**src/rtl/alu_arbiter.sv**
```systemverilog
// Round-robin arbiter sharing one combinational ALU between two valid/ready requesters.
module alu_arbiter #(
  parameter int unsigned XLEN  = 64,
  parameter int unsigned CNT_W = 16
) (
  input  logic             clk,
  input  logic             rst_n,
  input  logic             req0_valid,
  output logic             req0_ready,
  input  logic [XLEN-1:0]  req0_a,
  input  logic [XLEN-1:0]  req0_b,
  input  logic [3:0]       req0_op,
  input  logic             req1_valid,
  output logic             req1_ready,
  input  logic [XLEN-1:0]  req1_a,
  input  logic [XLEN-1:0]  req1_b,
  input  logic [3:0]       req1_op,
  output logic             resp0_valid,
  input  logic             resp0_ready,
  output logic             resp1_valid,
  input  logic             resp1_ready,
  output logic [XLEN-1:0]  resp_data,
  output logic             resp_zero,
  output logic             resp_err,
  output logic [XLEN-1:0]  alu_a,
  output logic [XLEN-1:0]  alu_b,
  output logic [3:0]       alu_ctrl,
  input  logic [XLEN-1:0]  alu_result,
  input  logic             alu_zero,
  output logic             busy,
  output logic [CNT_W-1:0] ops_done
);

  typedef enum logic [1:0] {IDLE, EXEC, RESP} state_t;

  state_t           state_q, state_d;
  logic             rr_ptr_q, rr_ptr_d;
  logic             owner_q, owner_d;
  logic [XLEN-1:0]  lat_a_q, lat_a_d;
  logic [XLEN-1:0]  lat_b_q, lat_b_d;
  logic [3:0]       lat_op_q, lat_op_d;
  logic [XLEN-1:0]  resp_data_d;
  logic             resp_zero_d, resp_err_d;
  logic [CNT_W-1:0] ops_done_d;
  logic             resp0_valid_d, resp1_valid_d, busy_d;
  logic             grant0, grant1;
  logic [3:0]       sel_op;

  function automatic logic op_legal(input logic [3:0] op);
    case (op)
      4'b0000, 4'b0001, 4'b0010, 4'b0011,
      4'b0100, 4'b0101, 4'b0110, 4'b1001: op_legal = 1'b1;
      default:                            op_legal = 1'b0;
    endcase
  endfunction

  // ALU is fed only from the latched operands, never straight from a requester
  assign alu_a    = lat_a_q;
  assign alu_b    = lat_b_q;
  assign alu_ctrl = lat_op_q;

  // Arbitration: a lone requester always wins; on contention rr_ptr decides
  always_comb begin
    grant0     = req0_valid && (!req1_valid || !rr_ptr_q);
    grant1     = req1_valid && (!req0_valid ||  rr_ptr_q);
    sel_op     = grant1 ? req1_op : req0_op;
    req0_ready = rst_n && (state_q == IDLE) && grant0;
    req1_ready = rst_n && (state_q == IDLE) && grant1;
  end

  // Next-state and next-register values
  always_comb begin
    state_d     = state_q;
    rr_ptr_d    = rr_ptr_q;
    owner_d     = owner_q;
    lat_a_d     = lat_a_q;
    lat_b_d     = lat_b_q;
    lat_op_d    = lat_op_q;
    resp_data_d = resp_data;
    resp_zero_d = resp_zero;
    resp_err_d  = resp_err;
    ops_done_d  = ops_done;
    case (state_q)
      IDLE: begin
        if (grant0 || grant1) begin
          owner_d  = grant1;
          lat_a_d  = grant1 ? req1_a : req0_a;
          lat_b_d  = grant1 ? req1_b : req0_b;
          lat_op_d = sel_op;
          if (op_legal(sel_op)) begin
            state_d = EXEC;
          end else begin
            // Illegal ops skip the ALU and answer with an error response
            state_d     = RESP;
            resp_data_d = '0;
            resp_zero_d = 1'b0;
            resp_err_d  = 1'b1;
          end
        end
      end
      EXEC: begin
        resp_data_d = alu_result;
        resp_zero_d = alu_zero;
        resp_err_d  = 1'b0;
        state_d     = RESP;
      end
      RESP: begin
        if (owner_q ? resp1_ready : resp0_ready) begin
          if (ops_done != {CNT_W{1'b1}}) ops_done_d = ops_done + CNT_W'(1);
          rr_ptr_d = !owner_q;
          state_d  = IDLE;
        end
      end
      default: state_d = IDLE;
    endcase
    resp0_valid_d = (state_d == RESP) && !owner_d;
    resp1_valid_d = (state_d == RESP) &&  owner_d;
    busy_d        = (state_d != IDLE);
  end

  // State and output registers
  always_ff @(posedge clk or negedge rst_n) begin
    if (!rst_n) begin
      state_q     <= IDLE;
      rr_ptr_q    <= 1'b0;
      owner_q     <= 1'b0;
      lat_a_q     <= '0;
      lat_b_q     <= '0;
      lat_op_q    <= '0;
      resp_data   <= '0;
      resp_zero   <= 1'b0;
      resp_err    <= 1'b0;
      ops_done    <= '0;
      resp0_valid <= 1'b0;
      resp1_valid <= 1'b0;
      busy        <= 1'b0;
    end else begin
      state_q     <= state_d;
      rr_ptr_q    <= rr_ptr_d;
      owner_q     <= owner_d;
      lat_a_q     <= lat_a_d;
      lat_b_q     <= lat_b_d;
      lat_op_q    <= lat_op_d;
      resp_data   <= resp_data_d;
      resp_zero   <= resp_zero_d;
      resp_err    <= resp_err_d;
      ops_done    <= ops_done_d;
      resp0_valid <= resp0_valid_d;
      resp1_valid <= resp1_valid_d;
      busy        <= busy_d;
    end
  end

endmodule

```
**config.mk**
```make
export PLATFORM = sky130hd
export DESIGN_NAME = alu_arbiter
export DESIGN_NICKNAME = d
export VERILOG_FILES = /design/src/rtl/alu_arbiter.sv
export SDC_FILE = /design/constraint.sdc
export NUM_CORES = 1
export LEC_CHECK = 0
export CORE_AREA = 2 2 217 219
export CTS_BUF_LIST = sky130_fd_sc_hd__clkbuf_8
export CTS_CLUSTER_DIAMETER = 80
export DETAILED_ROUTE_END_ITERATION = 16
export DIE_AREA = 0 0 219 221
export GPL_ROUTABILITY_DRIVEN = 1
export MAX_ROUTING_LAYER = met4
export PLACE_DENSITY = 0.48
export SYNTH_ARGS = -nofsm -noshare
export SYNTH_HDL_FRONTEND = slang
export SYNTH_SLANG_ARGS = --single-unit
```
**constraint.sdc**
```tcl
create_clock -name clk -period 1.64 [get_ports clk]
set_input_delay 0.246 -clock clk [delete_from_list [all_inputs] [get_ports clk]]
set_output_delay 0.246 -clock clk [all_outputs]
set_load 0.05 [all_outputs]
```
==> results by stage <==
Setup path:
- The critical path goes through nand2b_4 -> nand2_4 -> buf_12 -> buf_12 -> nor2_4 -> buf_12.
- The worst setup path is of the flop to primary output kind.
- The slowest stage of the critical path is the dfrtp_1 cell.
- The signal arrival time at the worst endpoint is 1.65 ns.
- The critical path's largest stage delay is approximately 0.35 ns.
- The most numerous cell type found on the critical path is buf_12.
- The category of the worst setup path capture point is a primary output.
- Among cell families on the critical path, the largest total delay comes from buffers and inverters.
- The minimum setup slack among reg-to-reg paths is -0.20 ns.
- The nature of the critical path startpoint is a flop.
- The endpoint required time on the critical path is 1.39 ns.
- Along the worst path, the maximum fanout reaches 2.
- The buffers plus inverters on the worst setup path is 3.

Yosys:
- The fraction of the yosys area taken by sequential cells is 0.572.
- By area, the combinational part of the netlist is dominated by simple AND/OR/NAND/NOR gates.
- The number of nets in the synthesized netlist is 1,462.
- The share of the synthesized area in compound gates (AO/OA/AOI/OAI) came to 0.136.
- In the synthesized netlist the async set-or-reset flop fraction comes to 1.00.
- The synthesized-area fraction occupied by adder cells is 0.00130.
- The post-synthesis instance total is 1,126.
- The mapped netlist covers 9660 um^2.
- The count of flip-flops with a built-in enable after synthesis is 0.
- Of all cell types, the one taking the most synthesized area is dfrtp_1.
- Of the total synthesized cell area, the portion taken by AND, OR, NAND and NOR gates is 0.238.
- For this run, the number of Yosys warnings is 0.
- By count the netlist is led by nand2_1 (406), dfrtp_1 (221), nor2_1 (145).
- The mux cell area share after synthesis is 0.00673.
- The share of the synthesized netlist area taken by xor and xnor gates is 0.00725.
- In the post-synthesis netlist, the biggest area contributors are dfrtp_1 (57%), nand2_1 (16%), a31oi_1 (8.7%).
- The most used flip-flop cell after synthesis is dfrtp_1.
- Yosys instantiated no cell more often than nand2_1.
- The number of unique standard cell types used by synthesis is 38.
- The synthesized design contains 221 register bits.
- Each instance of the synthesized netlist takes up on average 8.58 um^2.
- The share of the synthesized area in the top cell type is 0.572.

Cells and area:
- The number of inserted filler cells in the final layout is 4,683.
- Across the whole layout, storage elements account for 5550 um^2.
- The fraction of final layout cells with drive strength greater than 1 is 0.277.
- The layout net count is 2,120.
- The area used by multi-input combinational logic is 4120 um^2.
- Relative to the synthesized area, the layout overhead comes to 90.2%.
- Measured on the finished design, the core utilization comes to 0.399.

Flow run:
- Across the run, the number of max-cap violations was 0.

Drt:
- For this run, design rule violations remaining after detail routing come to 0.
- The routed length per placed instance is 19.3 um.
- Dividing the detail-routed via count by the number of cells gives 4.40.
- In this run, the number of DRC markers left after iteration 0 of detailed routing was 570.
- The antenna violation net count after detailed routing is 0.
- The final layout contains routed wiring with a total length of 46,600 um.
- The detailed-route via count is between 10,000 and 15,000.
- The number of search-and-repair iterations in the first detailed-routing pass is 4.

Clocking:
- At the later pin of the worst-skew pair, clock insertion delay measures 0.59 ns.
- CTS built an H-tree with a depth of 2.
- The tree built by TritonCTS fans out to 221 sinks.
- The number of buffers created by CTS is 45.
- The clock tree from TritonCTS is built.
- The maximum clock path buffer count is 3.
- The master cell of the clock root buffer is clkbuf_8.
- The clock transition time at the flip-flop clock pins of the worst setup and hold paths is 0.06 ns.

GRT:
- The total congestion overflow after global routing is 0.
- The number of antenna violations at the first check in global routing came to 6.
- Entering global routing, the biggest net connects 115 pins.
- The first global-routing pass estimated between 60,000 and 70,000 um of wire.
- The via count of the first global-routing pass is 10,500.
- For this run, the total global-route usage over all layers was measured as 0.178.

Timing:
- The time the final worst path needs with I/O delays and setup is 1.90 ns.
- Final hold analysis gives a worst-case slack of 0.189 ns.
- The number of endpoints with negative hold slack in the final report is 0.
- Headroom to the max-slew limit came out at 0.504.
- Dividing the final minimum period by the clock period gives 1.16.
- The number of slew-limit violations in the final report is 0.
- Setup repair after global routing could not meet its margin everywhere.
- The setup clock skew after layout is 0.0226 ns.
- Setup violations remaining at the end of the flow were counted as 202.
- The transition time at the pin with the least slew margin is 0.745 ns.
- The final sum of negative setup slack is -15.17 ns.
- The final worst-path setup slack is -0.258 ns.
- Derived from the worst setup path, the maximum achievable clock frequency is 527 MHz.

Die:
- The die width is ~220 um.
- The initial utilization of the core area, before any placement, comes to 0.210.
- Pin placement for this block handled about 550 I/O pins.
- The floorplan has 79 rows.
- The core area is 46,100 um^2.
- The full die area is 48,400 um^2.
- The height of the chip is 221 um.

Power and ir drop:
- The static power due to leakage is 8.12 nW.
- The design draws ~40 mW.
- The power density relative to cell area is 2150 nW/um^2.
- The highest ir drop seen on vdd is approximately 1100 uV.

Outcome:
- The final reports fail on setup timing.
- The run finished, with violations left.

Placement:
- The congestion estimate from routability-driven global placement came to 0.817.
- Buffers placed on the I/O ports in this run total 553.
- The detailed-placement wirelength estimate is 31,200 um.

Min path:
- The min-delay analysis places its worst path in the category primary input to flop.
[worst reg2reg max path, delay by kind of cell (launching register included)]
kind,cells,cell delay [ns]
DFF,1,0.41
and+or+nand+nor,4,0.67
muxes,1,0.28
buffers and inverters,3,0.36
[cell type report]
cell class	instances	share of cell area
antenna	6	0.000817
tap	607	0.0413
clock inverter	17	0.00381
clock buffer	52	0.0389
inverter	2	0.000408
multi-input combinational	823	0.224
sequential	221	0.302
timing repair buffer	691	0.388
[registers in the layout, indices dropped and copies added, names as in the netlist]
| register | count |
|---|---|
| alu_a | 64 |
| alu_b | 64 |
| resp_data | 64 |
| ops_done | 16 |
| alu_ctrl | 4 |
| state_q | 2 |
| busy | 1 |
| owner_q | 1 |
| resp0_valid | 1 |
| resp1_valid | 1 |
| resp_err | 1 |
| resp_zero | 1 |
| rr_ptr_q | 1 |
[where the power goes]
group | internal, mW | switching [mW]
registers | 8.04 | 1.64
logic | 8.97 | 15.6
clock network | 2.83 | 2.49
[timing repair]
item                                    in CTS  in global routing
gates resized for setup                     38                 92
endpoints found under the setup margin      80                130
pin swaps                                    5                  7
buffers inserted                             9                 23
hold buffers                                 1                  0
endpoints found under the hold margin      221                  0
gates cloned                                 6                 25
[layer usage]
metal	global-route usage	vias to the layer above	share of wire
met5	-	-	0
met1	0.202	5109	0.40
met2	0.299	363	0.49
met4	0.0560	0	0.028
met3	0.0536	84	0.076
li1	-	5089	-
[path summary, 6_finish.rpt]
kind / startpoint / endpoint / depth (start not counted)
max in group asynchronous: rst_n / alu_b[32] / 3
worst max register to register: state_q[0] / ops_done[10] / 8
worst min-delay path: alu_result[19] / resp_data[19] / 3
worst max-delay path: rr_ptr_q / req1_ready / 6
min in group asynchronous: rst_n / alu_a[36] / 3
worst min register to register: resp_err / resp_err / 2
[cell families after synthesis]
group / after synthesis
XOR/XNOR: 8
buffers and inverters: 82
multiplexers: 6
flip-flops: 221
AND/OR/NAND/NOR: 586
adder cells (fa/ha/maj): 1
AO/OA/AOI/OAI: 222
[metrics by stage]
step / instances / setup WS [ns] / cell area [um^2]
finish: 2419 / -0.258 / 18400
global route: 2419 / -0.378 / 18400
CTS: 2365 / -0.352 / 17200
detailed placement: 2280 / -0.377 / 16000
global placement: 2280 / -0.373 / 16000
floorplan: 1126 / -0.206 / 9720
[cells in the final DEF (no fill, tap or decap), drive strengths merged, types with 6 or more instances in the layout]
master,n
nand2,407
buf,335
clkdlybuf4s50,333
dfrtp,221
nor2,145
a31oi,134
a21oi,77
clkbuf,73
inv,16
nand3,8
xnor2,7
nand2b,7
diode,6
Power figures use the tool's default switching activity.
